===== src/rtl/full_mas_deser_pkg.sv =====
// Shared types and constants for the two-lane frame deserialiser.
package full_mas_deser_pkg;

  localparam int unsigned FRAME_BITS = 32;
  localparam int unsigned DATA_W     = 37;
  localparam int unsigned CTRL_BITS  = 5;

  localparam logic [FRAME_BITS-1:0] DEF_SYNC_WORD = 32'h7E5A_A57E;

  typedef enum logic [1:0] {
    HUNT   = 2'd0,
    VERIFY = 2'd1,
    LOCKED = 2'd2
  } state_t;

endpackage


===== src/rtl/full_mas_deser_ctrl_lane_shift.sv =====
// One serial lane: 32-bit MSB-first shift register.
// cur_o is the word including the bit arriving this cycle.
module deser_lane_shift
  import full_mas_deser_pkg::*;
(
  input  logic                  clk,
  input  logic                  reset,
  input  logic                  bit_in,
  output logic [FRAME_BITS-1:0] cur_o
);

  logic [FRAME_BITS-1:0] shreg;
  // The oldest bit falls off the top each cycle and never reaches a word.
  logic                  shreg_msb_unused;

  assign cur_o            = {shreg[FRAME_BITS-2:0], bit_in};
  assign shreg_msb_unused = shreg[FRAME_BITS-1];

  // Shift the new bit in at the LSB every cycle.
  always_ff @(posedge clk or negedge reset) begin
    if (!reset) begin
      shreg <= '0;
    end else begin
      shreg <= cur_o;
    end
  end

endmodule


===== src/rtl/full_mas_deser_ctrl.sv =====
// Two-lane deserialiser: hunts for the lane-1 sync word, confirms
// alignment over several frames, then delivers DATA frames through a
// single-entry valid/ready output register with sticky overflow.
module full_mas_deser_ctrl
  import full_mas_deser_pkg::*;
#(
  parameter logic [FRAME_BITS-1:0] SYNC_WORD    = DEF_SYNC_WORD,
  parameter int unsigned           SYNC_CONFIRM = 3,
  parameter int unsigned           MAX_ERR      = 4
)(
  input  logic              clk,
  input  logic              reset,
  input  logic [1:0]        serial_i,
  output logic [DATA_W-1:0] data_o,
  output logic              valid_o,
  input  logic              ready_i,
  output logic              locked_o,
  output logic              overflow_o,
  input  logic              clear_i
);

  localparam int unsigned CW = 8;

  logic [FRAME_BITS-1:0] word0;
  logic [FRAME_BITS-1:0] word1;
  logic [4:0]            bit_cnt;
  logic [CW-1:0]         sync_cnt;
  logic [CW-1:0]         err_cnt;
  state_t                state;

  logic                  boundary;
  logic                  is_sync;
  logic                  is_data;
  logic                  load;
  logic                  drop;
  // Lane 0 carries a flag in bit 31 and payload in bits 4:0 only.
  logic [25:0]           lane0_mid_unused;

  deser_lane_shift u_lane0 (
    .clk    (clk),
    .reset  (reset),
    .bit_in (serial_i[0]),
    .cur_o  (word0)
  );

  deser_lane_shift u_lane1 (
    .clk    (clk),
    .reset  (reset),
    .bit_in (serial_i[1]),
    .cur_o  (word1)
  );

  assign lane0_mid_unused = word0[30:5];

  assign boundary = (bit_cnt == 5'(FRAME_BITS - 1));
  assign is_sync  = (word1 == SYNC_WORD);
  assign is_data  = word0[FRAME_BITS-1] && !is_sync;
  assign load     = (state == LOCKED) && boundary && is_data && (!valid_o || ready_i);
  assign drop     = (state == LOCKED) && boundary && is_data && valid_o && !ready_i;

  // Alignment FSM: bit counter, sync/error counts and registered lock flag.
  always_ff @(posedge clk or negedge reset) begin
    if (!reset) begin
      state    <= HUNT;
      bit_cnt  <= '0;
      sync_cnt <= '0;
      err_cnt  <= '0;
      locked_o <= 1'b0;
    end else begin
      bit_cnt <= bit_cnt + 5'd1;
      case (state)
        HUNT: begin
          if (is_sync) begin
            bit_cnt  <= '0;
            sync_cnt <= CW'(1);
            err_cnt  <= '0;
            if (SYNC_CONFIRM <= 1) begin
              state    <= LOCKED;
              locked_o <= 1'b1;
            end else begin
              state <= VERIFY;
            end
          end
        end
        VERIFY: begin
          if (boundary) begin
            if (is_sync) begin
              sync_cnt <= sync_cnt + CW'(1);
              if (sync_cnt + CW'(1) >= CW'(SYNC_CONFIRM)) begin
                state    <= LOCKED;
                locked_o <= 1'b1;
                err_cnt  <= '0;
              end
            end else begin
              state    <= HUNT;
              sync_cnt <= '0;
            end
          end
        end
        LOCKED: begin
          if (boundary) begin
            if (is_sync || is_data) begin
              err_cnt <= '0;
            end else if (err_cnt + CW'(1) >= CW'(MAX_ERR)) begin
              state    <= HUNT;
              locked_o <= 1'b0;
              err_cnt  <= '0;
              sync_cnt <= '0;
            end else begin
              err_cnt <= err_cnt + CW'(1);
            end
          end
        end
        default: begin
          state    <= HUNT;
          locked_o <= 1'b0;
        end
      endcase
    end
  end

  // Output register: load on DATA frames, clear on handshake, hold otherwise.
  // Independent of state so a held frame survives loss of lock.
  always_ff @(posedge clk or negedge reset) begin
    if (!reset) begin
      data_o  <= '0;
      valid_o <= 1'b0;
    end else if (load) begin
      data_o  <= {word1, word0[CTRL_BITS-1:0]};
      valid_o <= 1'b1;
    end else if (valid_o && ready_i) begin
      valid_o <= 1'b0;
    end
  end

  // Sticky overflow: a drop in the same cycle as clear_i keeps it set.
  always_ff @(posedge clk or negedge reset) begin
    if (!reset) begin
      overflow_o <= 1'b0;
    end else if (drop) begin
      overflow_o <= 1'b1;
    end else if (clear_i) begin
      overflow_o <= 1'b0;
    end
  end

endmodule


===== config.mk =====
export PLATFORM = sky130hd
export DESIGN_NAME = full_mas_deser_ctrl
export DESIGN_NICKNAME = d
export VERILOG_FILES = /design/src/rtl/full_mas_deser_pkg.sv /design/src/rtl/full_mas_deser_ctrl_lane_shift.sv /design/src/rtl/full_mas_deser_ctrl.sv
export SDC_FILE = /design/constraint.sdc
export NUM_CORES = 1
export LEC_CHECK = 0
export CAP_MARGIN = 20
export CORE_UTILIZATION = 51
export CTS_CLUSTER_SIZE = 8
export DETAILED_ROUTE_END_ITERATION = 10
export GPL_ROUTABILITY_DRIVEN = 0
export HOLD_SLACK_MARGIN = 0.08
export PLACE_DENSITY_LB_ADDON = 0.05
export SYNTH_ARGS = -nofsm -noshare
export SYNTH_HDL_FRONTEND = slang
export SYNTH_SLANG_ARGS = --single-unit

===== constraint.sdc =====
create_clock -name clk -period 2.2 [get_ports clk]
set_input_delay 0.44 -clock clk [delete_from_list [all_inputs] [get_ports clk]]
set_output_delay 0.44 -clock clk [all_outputs]
set_load 0.01 [all_outputs]

==> impl_metrics.csv, run 1 <==
group,metric,value,unit
outcome,outcome,"complete, but fails checks",
outcome,violations,"design-rule violations, negative setup slack",
final_layout,num-fill-cells,549,
global_routing,grt_max_degree,82,
worst_setup_path,cp_max_fo,8,
synthesis,synth_edf_count,0,
pwr,seqPwrFrac,44.6,%
final_layout,synthToLayoutAreaGrowth,39.83,%
synthesis,yosys_warnings,0,
pwr,power.density,820.5,nW/um2
pwr,leakage,3.069,nW
floorplanning,die_area,9545,um2
sta,fmax,435.2,MHz
sta,finalSetupViolCount,6,
floorplanning,core_area,8806,um2
floorplanning,initial_core_util,53.04,%
sta,min_period,2.298,ns
sta,clock_skew,0.007757,ns
detailed_routing,vias_per_cell,5.396,
detailed_routing,drt_iter0_drc,93,
worst_setup_path,cp.required,2.62,ns
min_path,holdCritPathClass,"reg -> reg",
pwr,p_switching,1.163,mW
final_layout,antenna_cells,0,
clocking,clkSinkCount,125,
synthesis,ys_seq_elements,125,
floorplanning,die_w,97.70,um
pwr,ir_drop,879.7,uV
synthesis,syn-num-nets,331,
synthesis,synth.distinct_cells,46,
sta,finalHoldViolCount,0,
detailed_routing,ant_nets,0,
clocking,cts_made_buffers,17,
synthesis,synth_top_area_share,66.97,%
sta,worst_pin_slew,0.4628,ns
clocking,cts_buffer_depth,2,
sta,slew_violations,0,
place,place_ws,-0.8335,ns
synthesis,synth_area_per_cell,14.73,um2
detailed_routing,wl,9316,um
synthesis,synth-main-ff-cell,"dfrtp_1",
pwr,clkPwrFrac,53.2,%
place,portBuffers,45,
sta,rsz0062_at_grt,"true",
global_routing,grt_usage,21.03,%
clocking,cts_root_buffer,"clkbuf_8",
floorplanning,rows,34,
detailed_routing,vias,3011,
sta,finalSetupTns,-0.1978,ns
worst_setup_path,cpPeakStageDelay,0.39,ns
worst_setup_path,crit_chain,"nand4b_1 -> nor4_4 -> buf_4 -> and3_4 -> o21ai_4 -> or2_1 -> buf_6 -> buf_6 -> o31ai_4",
worst_setup_path,crit_path_start_kind,"register",
global_routing,gr-total-overflow,0,
synthesis,synth_area_leaders,"dfrtp_1, mux2_2, ha_1",
floorplanning,io-pin-count,46,
global_routing,grt_pass1_vias,3158,
worst_setup_path,critPathArrivalTime,2.72,ns
place,dpl.cell_count,512,
synthesis,async_reset_ff_share,100.0,%
global_routing,grt_pass1_wl,15430,um
pwr,power,5.359,mW
synthesis,synthCells,317,
final_layout,final_core_util,74.17,%
sta,slew_headroom,68.82,%
worst_setup_path,slowest_stage,"dfrtp_1",
synthesis,yosysTopAreaCell,"dfrtp_1",
worst_setup_path,cp-end-kind,"register",
pwr,combPwrFrac,2.2,%
detailed_routing,wl_per_cell,16.70,um
clocking,htree_levels,4,
synthesis,yosys-top-cells-count,"dfrtp_1, mux2_2, nand2_1",
pwr,sw_frac_of_total,21.69,%
worst_setup_path,path_common_cell,"buf_6",
global_routing,antenna_found_initial,0,
synthesis,synth_seq_area_share,66.97,%
place,dpl.hpwl,5362,um
clocking,clk-insertion-delay-late,0.52,ns
worst_setup_path,worstSetupPathType,"reg -> reg",
clocking,tritoncts,"yes",
detailed_routing,dr.pass1.iters,7,
synthesis,synth_most_common_cell,"dfrtp_1",
sta,fin_ws,-0.09783,ns
final_layout,fin_cells,558,
job,drv_cap,0,
synthesis,syn_area,4671,um2
final_layout,drive_gt1_share,37.33,%
sta,fin_crit_sh,104.4,%
floorplanning,die_h,97.70,um
clocking,clk_pin_slew,0.06,ns
pwr,power.internal,4.196,mW
final_layout,fin_nets,451,
detailed_routing,drc,2,
## sequential cells by signal, summed over array words and instances (netlist names)
| name | flops |
|---|---|
| err_cnt | 8 |
| overflow_o | 1 |
| bit_cnt | 5 |
| valid_o | 1 |
| state | 2 |
| u_lane0.shreg | 31 |
| locked_o | 1 |
| data_o | 37 |
| sync_cnt | 8 |
| u_lane1.shreg | 31 |
## final timing paths
kind                              startpoint  slack, ns                 to  cells past startpoint
max in group asynchronous              reset       1.35  u_lane1.shreg[15]                      3
min in group asynchronous              reset       0.45         err_cnt[5]                      3
min reg2reg                 u_lane0.shreg[8]       0.34   u_lane0.shreg[9]                      0
max                        u_lane1.shreg[23]       -0.1        sync_cnt[1]                      9
max reg2reg                u_lane1.shreg[23]       -0.1        sync_cnt[1]                      9
min                         u_lane0.shreg[8]       0.34   u_lane0.shreg[9]                      0
## worst max-delay path, delay by kind of cell (launching register included)
family | cells | cell delay [ns]
DFF | 1 | 0.39
and+or+nand+nor | 4 | 1.05
AOI/OAI and AO/OA | 2 | 0.30
buffers and inverters | 3 | 0.46
## layout by cell type, fill, tap and decap left out, types with 6 or more instances in the layout
| master | synthesis | routed |
|---|---|---|
| mux2_2 | 39 | 39 |
| nor3_1 | 6 | 6 |
| nand2_1 | 11 | 11 |
| nand3_1 | 6 | 6 |
| clkbuf_16 | 0 | 16 |
| dfrtp_1 | 125 | 125 |
| ha_1 | 8 | 7 |
| nor2b_1 | 8 | 7 |
| nor2_1 | 8 | 7 |
| inv_1 | 10 | 10 |
| clkdlybuf4s50_1 | 0 | 44 |
| buf_4 | 0 | 59 |
| o21ai_0 | 8 | 6 |
## power groups by stage
stage	logic (mW)	registers (mW)	clock network [mW]
after floorplan	0.0121	2.42	0
after global placement	0.114	2.43	0
after detailed placement	0.116	2.43	0
after CTS	0.123	2.39	2.89
after global routing	0.135	2.40	3.00
final	0.120	2.39	2.85
## per-stage QoR
step                cell area, um2  hold WS [ns]
CTS                           6399        0.3452
finish                        6531        0.3439
floorplan                     4671        0.1444
detailed placement            5598        0.3347
global route                  6531        0.3561
global placement              5598        0.3346
## cells by family after synthesis
family	count (synthesis)	share of synthesized area, %
AOI/OAI and AO/OA	39	5.974
buffers and inverters	22	2.813
and+or+nand+nor	79	11.71
xor gates and xnor gates	3	0.5627
DFF	125	66.97
adders and majority gates	8	2.143
muxes	41	9.831
## final cells by class
cell class | count | area [um2] | area share, %
sequential | 125 | 3128 | 47.89
timing repair buffer | 112 | 1018 | 15.59
clock inverter | 14 | 180.2 | 2.759
multi-input combinational | 171 | 1604 | 24.56
tap | 108 | 135.1 | 2.069
inverter | 10 | 37.54 | 0.5747
clock buffer | 18 | 427.9 | 6.552
## timing repair
item                                    in CTS  in global routing
endpoints found under the setup margin      48                 17
setup buffers                               10                  2
resized for setup                           11                 24
hold endpoints to repair                   125                  0
gates cloned                                 1                  0
pin swaps                                    1                 10
hold buffers                                 1                  0
## routing by layer
layer  up-vias  wire length [um]  global-route usage (%)
li1       1374                 -                       -
met1      1546              4170                   28.29
met3        15               399                   6.978
met4         0               102                   7.343
met2        76              4643                   32.30
met5         -                 0                       0
Power figures use the tool's default switching activity.
==> run 2, diff against run 1 <==
Clock period 2.2 ns to 2 ns, I/O delays scaled along.
==> run 2 against run 1 <==
The run ends with negative setup slack left. Worst hold slack better by 0.0020 ns. First-iteration DRC count is 17% lower. Worst setup slack got worse by 0.033 ns. Critical path depth is 2 lower. Non-clock buffer count increased by 23. Die area is the same. Wire length is 6.2% higher. Combinational power is 15% higher. Clock power grew 3%. Power rose by 6.5%. Fmax is 7.8% higher. Flip-flop and latch count stayed put. Critical path type unchanged. Critical endpoint is now sync_cnt[0]. Largest cell class unchanged. Highest routed layer unchanged.
==> impl_metrics.csv, run 2 (synthesis results as in run 1) <==
group,metric,value,unit
min_path,holdCritPathClass,"reg -> reg",
pwr,seqPwrFrac,46.1,%
worst_setup_path,path_delay_family,"simple AND/OR/NAND/NOR gates",
pwr,power.internal,4.501,mW
global_routing,grt_max_degree,57,
final_layout,drive_gt1_share,42.16,%
worst_setup_path,crit_path_start_kind,"register",
detailed_routing,drc,0,
sta,finalHoldViolCount,0,
final_layout,synthToLayoutAreaGrowth,43.96,%
final_layout,final_cell_mix,"dfrtp_1, buf_4, clkdlybuf4s50_1",
pwr,clkPwrFrac,51.5,%
clocking,cts_made_buffers,17,
final_layout,regArea,3129,um2
worst_setup_path,crit_chain,"nand4b_1 -> nor4_4 -> and3_4 -> o21ai_4 -> or2_4 -> buf_6 -> mux2_4",
final_layout,num-fill-cells,547,
pwr,combPwrFrac,2.4,%
pwr,sw_frac_of_total,21.13,%
global_routing,gr-total-overflow,0,
final_layout,antenna_cells,0,
final_layout,top_regs,"data_o x37, u_lane0.shreg x31, u_lane1.shreg x31",
pwr,p_switching,1.206,mW
detailed_routing,ant_nets,0,
worst_setup_path,cpPeakStageDelay,0.40,ns
final_layout,final_common_cell,"dfrtp_1",
pwr,leakage,3.138,nW
place,dpl.hpwl,5581,um
sta,rsz0062_at_grt,"true",
place,dpl.cell_count,527,
floorplanning,rows,34,
detailed_routing,vias,2986,
final_layout,multi_input_area,1604,um2
sta,min_period,2.131,ns
pwr,power,5.707,mW
floorplanning,die_area,9545,um2
sta,slew_headroom,72.67,%
global_routing,antenna_found_initial,0,
clocking,clkSinkCount,125,
worst_setup_path,cp-end-kind,"register",
floorplanning,initial_core_util,53.04,%
final_layout,largest_reg_flops,37,
sta,clock_skew,0.009014,ns
clocking,clk_pin_slew,0.06,ns
detailed_routing,wl_per_cell,17.06,um
final_layout,fin_nets,474,
global_routing,grt_pass1_wl,16330,um
worst_setup_path,worstSetupPathType,"reg -> reg",
outcome,violations,"negative setup slack",
final_layout,fin_cells,580,
pwr,power.density,848.8,nW/um2
detailed_routing,wl,9897,um
worst_setup_path,cp.required,2.39,ns
worst_setup_path,cp_num_buf_inv,1,
clocking,tritoncts,"yes",
clocking,cts_buffer_depth,2,
sta,fin_crit_sh,106.5,%
floorplanning,io-pin-count,46,
sta,fin_ws,-0.1306,ns
clocking,clk-insertion-delay-late,0.51,ns
detailed_routing,dr.pass1.iters,6,
final_layout,final_core_util,76.36,%
global_routing,grt_pass1_vias,3273,
detailed_routing,drt_iter0_drc,77,
final_layout,regMostFlops,"data_o",
sta,finalSetupViolCount,53,
worst_setup_path,critPathArrivalTime,2.52,ns
floorplanning,core_area,8806,um2
worst_setup_path,slowest_stage,"nor4_4",
pwr,ir_drop,564.6,uV
clocking,htree_levels,4,
worst_setup_path,cp_max_fo,4,
job,drv_cap,0,
sta,worst_pin_slew,0.4099,ns
place,portBuffers,45,
floorplanning,die_w,97.70,um
outcome,outcome,"complete, but fails checks",
sta,fmax,469.4,MHz
detailed_routing,vias_per_cell,5.148,
floorplanning,die_h,97.70,um
clocking,cts_root_buffer,"clkbuf_8",
global_routing,grt_usage,22.70,%
sta,slew_violations,0,
-- run 2: changes by cell type in the layout (fill, tap and decap cells not counted), sizes merged --
cell    change
clkbuf      +2
buf        +22
inv         -3
clkinv      +2
bufinv      -1
-- run 2: path summary, 6_finish.rpt --
kind | startpoint | end | slack (ns) | cells after the start
max | u_lane1.shreg[23] | sync_cnt[0] | -0.13 | 7
max in group asynchronous | reset | sync_cnt[3] | 0.97 | 3
min | u_lane0.shreg[22] | u_lane0.shreg[23] | 0.35 | 0
min reg2reg | u_lane0.shreg[22] | u_lane0.shreg[23] | 0.35 | 0
min in group asynchronous | reset | data_o[10] | 0.39 | 2
max reg2reg | u_lane1.shreg[23] | sync_cnt[0] | -0.13 | 7
-- run 2: power groups by stage --
stage,Combinational (mW),Clock (mW),Sequential (mW)
global placement,0.134,0,2.67
detailed placement,0.136,0,2.67
CTS,0.141,3.01,2.63
finish,0.138,2.94,2.63
global route,0.155,3.10,2.63
floorplan,0.0136,0,2.66
-- run 2: area by class of cell --
cell class | count | share of cell area (%)
multi-input combinational | 171 | 23.86
timing repair buffer | 135 | 18.46
tap | 108 | 2.010
clock buffer | 19 | 6.569
clock inverter | 12 | 2.010
sequential | 125 | 46.54
inverter | 10 | 0.5582
-- run 2: repair_timing --
item | 4_1_cts | 5_1_grt
gates resized for setup | 19 | 21
pin swaps | 9 | 12
gates cloned | 1 | 1
endpoints found under the hold margin | 28 | 0
hold buffers | 1 | 0
endpoints found under the setup margin | 56 | 57
setup buffers | 13 | 7
-- run 2: worst reg2reg max path: stages, from the launching register on --
cell      delay, ns
dfrtp_1        0.39
nand4b_1       0.22
nor4_4         0.40
and3_4         0.28
o21ai_4        0.06
or2_4          0.24
buf_6          0.13
mux2_4         0.29
-- run 2: metal layers --
metal,GRT usage (%),routed length [um],share of wire [%],vias to the layer above
met2,37.64,5086,51,44
li1,-,-,-,1428
met5,0,0,0,-
met4,6.294,69,0.70,0
met1,28.92,4432,45,1508
met3,7.266,310,3.1,6
-- run 2: metrics by stage --
step	hold WS, ns	setup slack (ns)	cell area [um2]	TNS (ns)
4_1_cts	0.3339	-0.1471	6578	-4.813
5_1_grt	0.3454	-0.2167	6724	-9.078
3_3_place_gp	0.3311	-0.9741	5742	-45.69
2_1_floorplan	0.1044	-0.06726	4702	-1.422
6_report	0.3459	-0.1306	6724	-3.916
3_5_place_dp	0.3347	-1.032	5742	-47.99
==> run 3, diff against run 2 <==
Settings changed: ABC_CLOCK_PERIOD_IN_PS set to 2000.
==> results of run 3 <==
Same layout as run 2: the final DEF is identical, and so are final timing and power.
